==> src/rtl/types_pkg.sv <==
// Shared arbiter types: FSM state and transaction owner encodings.
package types_pkg;
  typedef enum logic [0:0] {IDLE = 1'b0, WAIT_RESP = 1'b1} arb_state_t;
  typedef enum logic [0:0] {OWN_IF = 1'b0, OWN_D = 1'b1} arb_owner_t;
endpackage

==> src/rtl/mem_arbiter.sv <==
// Two-requester (fetch / load-store) arbiter onto one single-outstanding memory port.
// Optional fetch anti-starvation counter enabled by defining ARB_FAIRNESS_EN.
module mem_arbiter
  import types_pkg::*;
#(
  parameter int ADDR_W       = 32,
  parameter int DATA_W       = 32,
  parameter int STARVE_LIMIT = 4
) (
  input  logic              clk,
  input  logic              rst_n,
  input  logic              if_req,
  input  logic [ADDR_W-1:0] if_addr,
  output logic              if_gnt,
  output logic              if_rvalid,
  output logic [DATA_W-1:0] if_rdata,
  input  logic              d_req,
  input  logic              d_we,
  input  logic [3:0]        d_be,
  input  logic [ADDR_W-1:0] d_addr,
  input  logic [DATA_W-1:0] d_wdata,
  output logic              d_gnt,
  output logic              d_rvalid,
  output logic [DATA_W-1:0] d_rdata,
  output logic              mem_req,
  output logic              mem_we,
  output logic [3:0]        mem_be,
  output logic [ADDR_W-1:0] mem_addr,
  output logic [DATA_W-1:0] mem_wdata,
  input  logic              mem_ready,
  input  logic              mem_rvalid,
  input  logic [DATA_W-1:0] mem_rdata
);

  localparam logic [3:0] LIMIT = 4'(STARVE_LIMIT);

  arb_state_t state_q, state_d;
  arb_owner_t owner_q, owner_d;
  logic       idle, sel_d, grant, fetch_first;

  assign idle = rst_n && (state_q == IDLE);

`ifdef ARB_FAIRNESS_EN
  logic [3:0] starve_q, starve_d;

  // Fetch overrides data priority once it has waited out LIMIT data grants.
  assign fetch_first = if_req && (starve_q >= LIMIT);

  always_comb begin
    starve_d = starve_q;
    if (if_gnt)
      starve_d = '0;
    else if (d_gnt && if_req && (starve_q < LIMIT))
      starve_d = starve_q + 4'd1;
  end

  always_ff @(posedge clk) begin
    if (!rst_n) starve_q <= '0;
    else        starve_q <= starve_d;
  end
`else
  logic unused_cfg;
  assign unused_cfg  = ^LIMIT;
  assign fetch_first = 1'b0;
`endif

  assign sel_d = d_req && !fetch_first;

  always_comb begin
    mem_req   = idle && (if_req || d_req);
    mem_we    = 1'b0;
    mem_be    = 4'hF;
    mem_addr  = if_addr;
    mem_wdata = '0;
    if (sel_d) begin
      mem_we    = d_we;
      mem_be    = d_be;
      mem_addr  = d_addr;
      mem_wdata = d_wdata;
    end
  end

  assign grant  = mem_req && mem_ready;
  assign d_gnt  = grant && sel_d;
  assign if_gnt = grant && !sel_d;

  // A response is only meaningful while a transaction is outstanding.
  assign if_rvalid = rst_n && (state_q == WAIT_RESP) && mem_rvalid && (owner_q == OWN_IF);
  assign d_rvalid  = rst_n && (state_q == WAIT_RESP) && mem_rvalid && (owner_q == OWN_D);
  assign if_rdata  = mem_rdata;
  assign d_rdata   = mem_rdata;

  always_comb begin
    state_d = state_q;
    owner_d = owner_q;
    case (state_q)
      IDLE: if (grant) begin
        state_d = WAIT_RESP;
        owner_d = sel_d ? OWN_D : OWN_IF;
      end
      WAIT_RESP: if (mem_rvalid) state_d = IDLE;
      default: state_d = IDLE;
    endcase
  end

  always_ff @(posedge clk) begin
    if (!rst_n) begin
      state_q <= IDLE;
      owner_q <= OWN_IF;
    end else begin
      state_q <= state_d;
      owner_q <= owner_d;
    end
  end

endmodule

==> config.mk <==
export PLATFORM = sky130hd
export DESIGN_NAME = mem_arbiter
export DESIGN_NICKNAME = d
export VERILOG_FILES = /design/src/rtl/types_pkg.sv /design/src/rtl/mem_arbiter.sv
export SDC_FILE = /design/constraint.sdc
export NUM_CORES = 1
export LEC_CHECK = 0
export ABC_AREA = 1
export BUFFER_PORTS_ARGS = -buffer_cell sky130_fd_sc_hd__buf_2
export CORE_AREA = 2 2 108 110
export DETAILED_ROUTE_END_ITERATION = 8
export DIE_AREA = 0 0 110 112
export SLEW_MARGIN = 20
export SYNTH_ARGS = -nofsm -noshare
export SYNTH_HDL_FRONTEND = slang
export SYNTH_SLANG_ARGS = --single-unit
==> constraint.sdc <==
create_clock -name clk -period 0.9 [get_ports clk]
set_input_delay 0.135 -clock clk [delete_from_list [all_inputs] [get_ports clk]]
set_output_delay 0.135 -clock clk [all_outputs]
set_load 0.01 [all_outputs]
# After elaboration in Yosys (flattened, before gate mapping)
# Index checks and enable logic that the tools add are counted.
[totals] register_bits=2 output_inout_bits=138 word_cells=24
[op_classes] muxes=8 bitwise=2 n_reduce_logical=12
[op_table] operator="two-way mux 32 bit" n=2
[op_table] operator="logical AND 1 bit" n=9
[op_table] operator="two-way mux 1 bit" n=4
[op_table] operator="two-way mux 4 bit" n=1
[op_table] operator="NOT 1 bit" n=2
[op_table] operator="one-hot mux 1 bit (2 select lines)" n=1
[op_table] operator="AND reduction 2 bit" n=1
[op_table] operator="logical NOT 1 bit" n=1
[op_table] operator="logical OR 1 bit" n=1

# Logic depth before layout (Yosys ltp)
[logic_depth] ltp_word=6 depth_mapped=6

# Least setup slack after synthesis
# OpenSTA, ideal clock, no wires.
[synth_timing] kind="register -> output" startpoint="register state_q" endpoint="output port d_gnt" arrival_ps=683 t_required_ps=765 path_slack_ps=82 path_stages_with_launch=4 path_buffers=0 cell_sequence="dfxtp_1 > nor2_4 > nand3_2 > nor2_1"
[synth_between] elab_chain_len=5
[synth_rtl] element="start: declaration" line="mem_arbiter.sv:37" rtl="arb_state_t state_q, state_d;"
[synth_rtl] element="start signal: assignment" line="mem_arbiter.sv:111" rtl="state_q <= state_d;"
[synth_rtl] element="NOT 1 bit (no line)"
[synth_rtl] element="logical AND 1 bit" line="mem_arbiter.sv:41" rtl="assign idle = rst_n && (state_q == IDLE);"
[synth_rtl] element="logical AND 1 bit" line="mem_arbiter.sv:70" rtl="mem_req = idle && (if_req || d_req);"
[synth_rtl] element="logical AND 1 bit" line="mem_arbiter.sv:83" rtl="assign grant = mem_req && mem_ready;"
[synth_rtl] element="logical AND 1 bit" line="mem_arbiter.sv:84" rtl="assign d_gnt = grant && sel_d;"
[synth_rtl] element="end: declaration" line="mem_arbiter.sv:22" rtl="output logic d_gnt,"
# No other way between the ends.

# Worst setup path after layout
[layout_timing] startpoint="register state_q" endpoint="output port if_rvalid"
[layout_between] elab_chain_len=3
[layout_rtl] element="logical AND 1 bit (3 in a row)" line="mem_arbiter.sv:88" rtl="assign if_rvalid = rst_n && (state_q == WAIT_RESP) && mem_rvalid && (owner_q == OWN_IF);"
[layout_rtl] element="end: declaration" line="mem_arbiter.sv:15" rtl="output logic if_rvalid,"
# No other way between the ends.

==> run_results.csv <==
group,metric,value,unit
routing,routed_via_density,3.436,
floorplanning,io_pins,277,
clock_network,cts_sinks,2,
pwr,switching_power,0.5998,mW
timing,rsz0062_at_grt,"yes",
flow_run,drv_cap,0,
grt,grt_overflow,0,
pwr,swShare,33.54,%
pwr,clock_power_share,37.4,%
critical_path,required,0.76,ns
pwr,p_seq_share,5.8,%
routing,wl_per_cell,10.79,um
timing,worst_slack,-0.2342,ns
timing,slew_viol_final,0,
yosys,syn_inst,263,
pwr,p_int,1.189,mW
yosys,synth_commonest_cells,"133 x nand2_1, 72 x buf_4, 37 x inv_1, 4 x nor2_1, 4 x or2_1",
grt,grt_pass1_vias,1526,
floorplanning,fp.dieW,110,um
clock_network,cts_root_buffer,"clkbuf_16",
finish,layout.nets,526,
yosys,synth_edf_count,0,
yosys,synthDistinctLibCells,15,
outcome,status,"complete, but fails checks",
critical_path,worstPathArrival,1.00,ns
yosys,yosysSeqAreaShare,3.008,%
timing,tns,-0.9769,ns
yosys,synthesis.nets,402,
yosys,synth_top_area_cell,"buf_4",
placement,placed_cell_area,1937,um2
finish,fin_util,20.51,%
clock_network,cts_buffer_depth,2,
clock_network,clk_latency,0.22,ns
routing,ant_nets,0,
routing,drtIter0Drc,46,
floorplanning,die_y,112,um
grt,antenna_found_initial,0,
floorplanning,coreArea,11170,um2
pwr,power_density,780.2,nW/um2
finish,num_antenna_cells,0,
finish,layout-drive-gt1-share,55.58,%
finish,fin_area,2292,um2
routing,drt_pass1_iterations,4,
critical_path,critPathCaptureType,"primary output",
min_path,hold_path_class,"input pin to register",
finish,seqCellArea,41.29,um2
routing,vias,1814,
critical_path,crit_type,"register to primary output",
floorplanning,num_rows,39,
yosys,ys.warnings.count,0,
clock_network,cts.clk_slew.worst_paths,0.03,ns
placement,hpwl,4039,um
critical_path,crit_fanout,3,
timing,setup_viol,9,
grt,grt_pass1_wl,6913,um
finish,area_delta_synth_final,72.18,%
pwr,p_leak,1.643,nW
floorplanning,die_area,12320,um2
yosys,synth.most_common_cell,"nand2_1",
floorplanning,start_util,11.91,%
critical_path,critPathLaunchType,"register",
grt,track_usage,7.189,%
clock_network,cts_tree,"yes",
pwr,ir_worst_vdd,0.001018,V
routing,drcViolationCount,0,
yosys,synth-seq-cells,2,
yosys,synth_area_per_cell,5.062,um2
yosys,synth_ff_type,"dfxtp_1",
placement,gp_congestion,0.6974,
clock_network,htree_num_levels,1,
yosys,synth.top_cell.area_share,40.60,%
pwr,power.share.combinational,56.8,%
yosys,async_flop_share,0,%
timing,max_freq,881.7,MHz
timing,fin_crit_sh,126.0,%
clock_network,ctsHoldBuffers,0,
timing,final-hold-violation-count,0,
yosys,syn-cell-area,1331,um2
routing,wirelength,5697,um
timing,max-slew-margin-rel,90.70,%
placement,port_buffers,180,
timing,finalCriticalPeriod,1.134,ns
finish,fillers,1302,
timing,worst_slew_pin_slew,0.1381,ns
grt,grt_max_degree,37,
clock_network,numCtsBuffers,3,
timing,finClkSkew,0.001472,ns
outcome,violations,"setup timing",
finish,multiInputGateArea,628.1,um2
yosys,synth.top_cells.by_area,"buf_4 41%, nand2_1 37%, inv_1 10%",
==> power by group through the flow <==
stage                     logic (mW)  clock network, mW  registers [mW]
after floorplan                0.683                  0           0.102
after global placement         0.858                  0           0.104
after detailed placement       0.861                  0           0.104
after CTS                      0.928              0.678           0.104
after global routing            1.13              0.692           0.105
final                           1.02              0.668           0.104
==> state kept, by name, summed over array words and instances, names as in the netlist <==
register,count
owner_q,1
state_q,1
==> kinds of logic (layout without fill, tap and decap cells) <==
| family | count (synthesis) | in the layout | synth area share, % |
|---|---|---|---|
| compound gates | 1 | 1 | 0.3756 |
| buf+inv | 114 | 236 | 53.20 |
| flops | 2 | 2 | 3.008 |
| simple gates | 146 | 146 | 43.42 |
==> worst paths after layout <==
path	startpoint	to	slack, ns	cells past startpoint
worst min register to register	state_q$_SDFF_PN0_	state_q$_SDFF_PN0_	0.51	2
worst min-delay path	mem_rvalid	state_q$_SDFF_PN0_	0.13	2
worst max-delay path	state_q$_SDFF_PN0_	if_rvalid	-0.23	3
worst max register to register	state_q$_SDFF_PN0_	owner_q$_SDFFE_PN0P_	0.03	6
==> cell type report <==
cell class	instances	share of cell area, %
flip-flops and latches	2	1.801
inverters	39	7.096
clock buffers	3	3.275
repair inverters	1	0.3275
multi-input cells	147	27.40
repair buffers	193	52.29
well taps	143	7.806
==> placed cells by master, fill, tap and decap left out <==
cell	n
and2_1	1
buf_12	3
buf_16	4
buf_2	178
buf_4	2
buf_6	2
clkbuf_16	7
clkinvlp_4	1
dfxtp_1	1
dfxtp_2	1
inv_1	37
inv_16	1
inv_2	1
nand2_1	122
nand2_2	8
nand2_4	3
nand3_1	1
nand3_2	1
nand4_1	1
nor2_1	3
nor2_2	1
nor2_4	1
o21ai_0	1
or2_1	4
==> timing repair <==
item                       CTS  global route
setup buffers                1             0
setup endpoints to repair   40            39
gates resized for setup     12            18
pin swaps                    1             4
gates cloned                 3             5
==> per-layer routing <==
layer	up-vias	GRT usage (%)	share of wire, %
met5	-	0	0
li1	930	-	-
met4	0	4.726	4.9
met1	730	6.866	38
met3	35	1.756	10
met2	119	13.25	47
==> worst max-delay path: stages (launching register included) <==
cell     delay (ns)
dfxtp_2        0.36
nand3_1        0.13
nor2_2         0.14
buf_2          0.15
==> per-stage QoR <==
step                      cells  worst slack (ns)  hold WS (ns)  power, mW
final                       528           -0.2342        0.1345      1.788
after global routing        528           -0.2971        0.1370      1.929
after CTS                   523           -0.2487        0.1186      1.709
after detailed placement    516           -0.1575        0.2701     0.9652
after global placement      516           -0.1374        0.2701     0.9615
after floorplan             263           0.08155        0.2459     0.7852
Power figures use the tool's default switching activity.
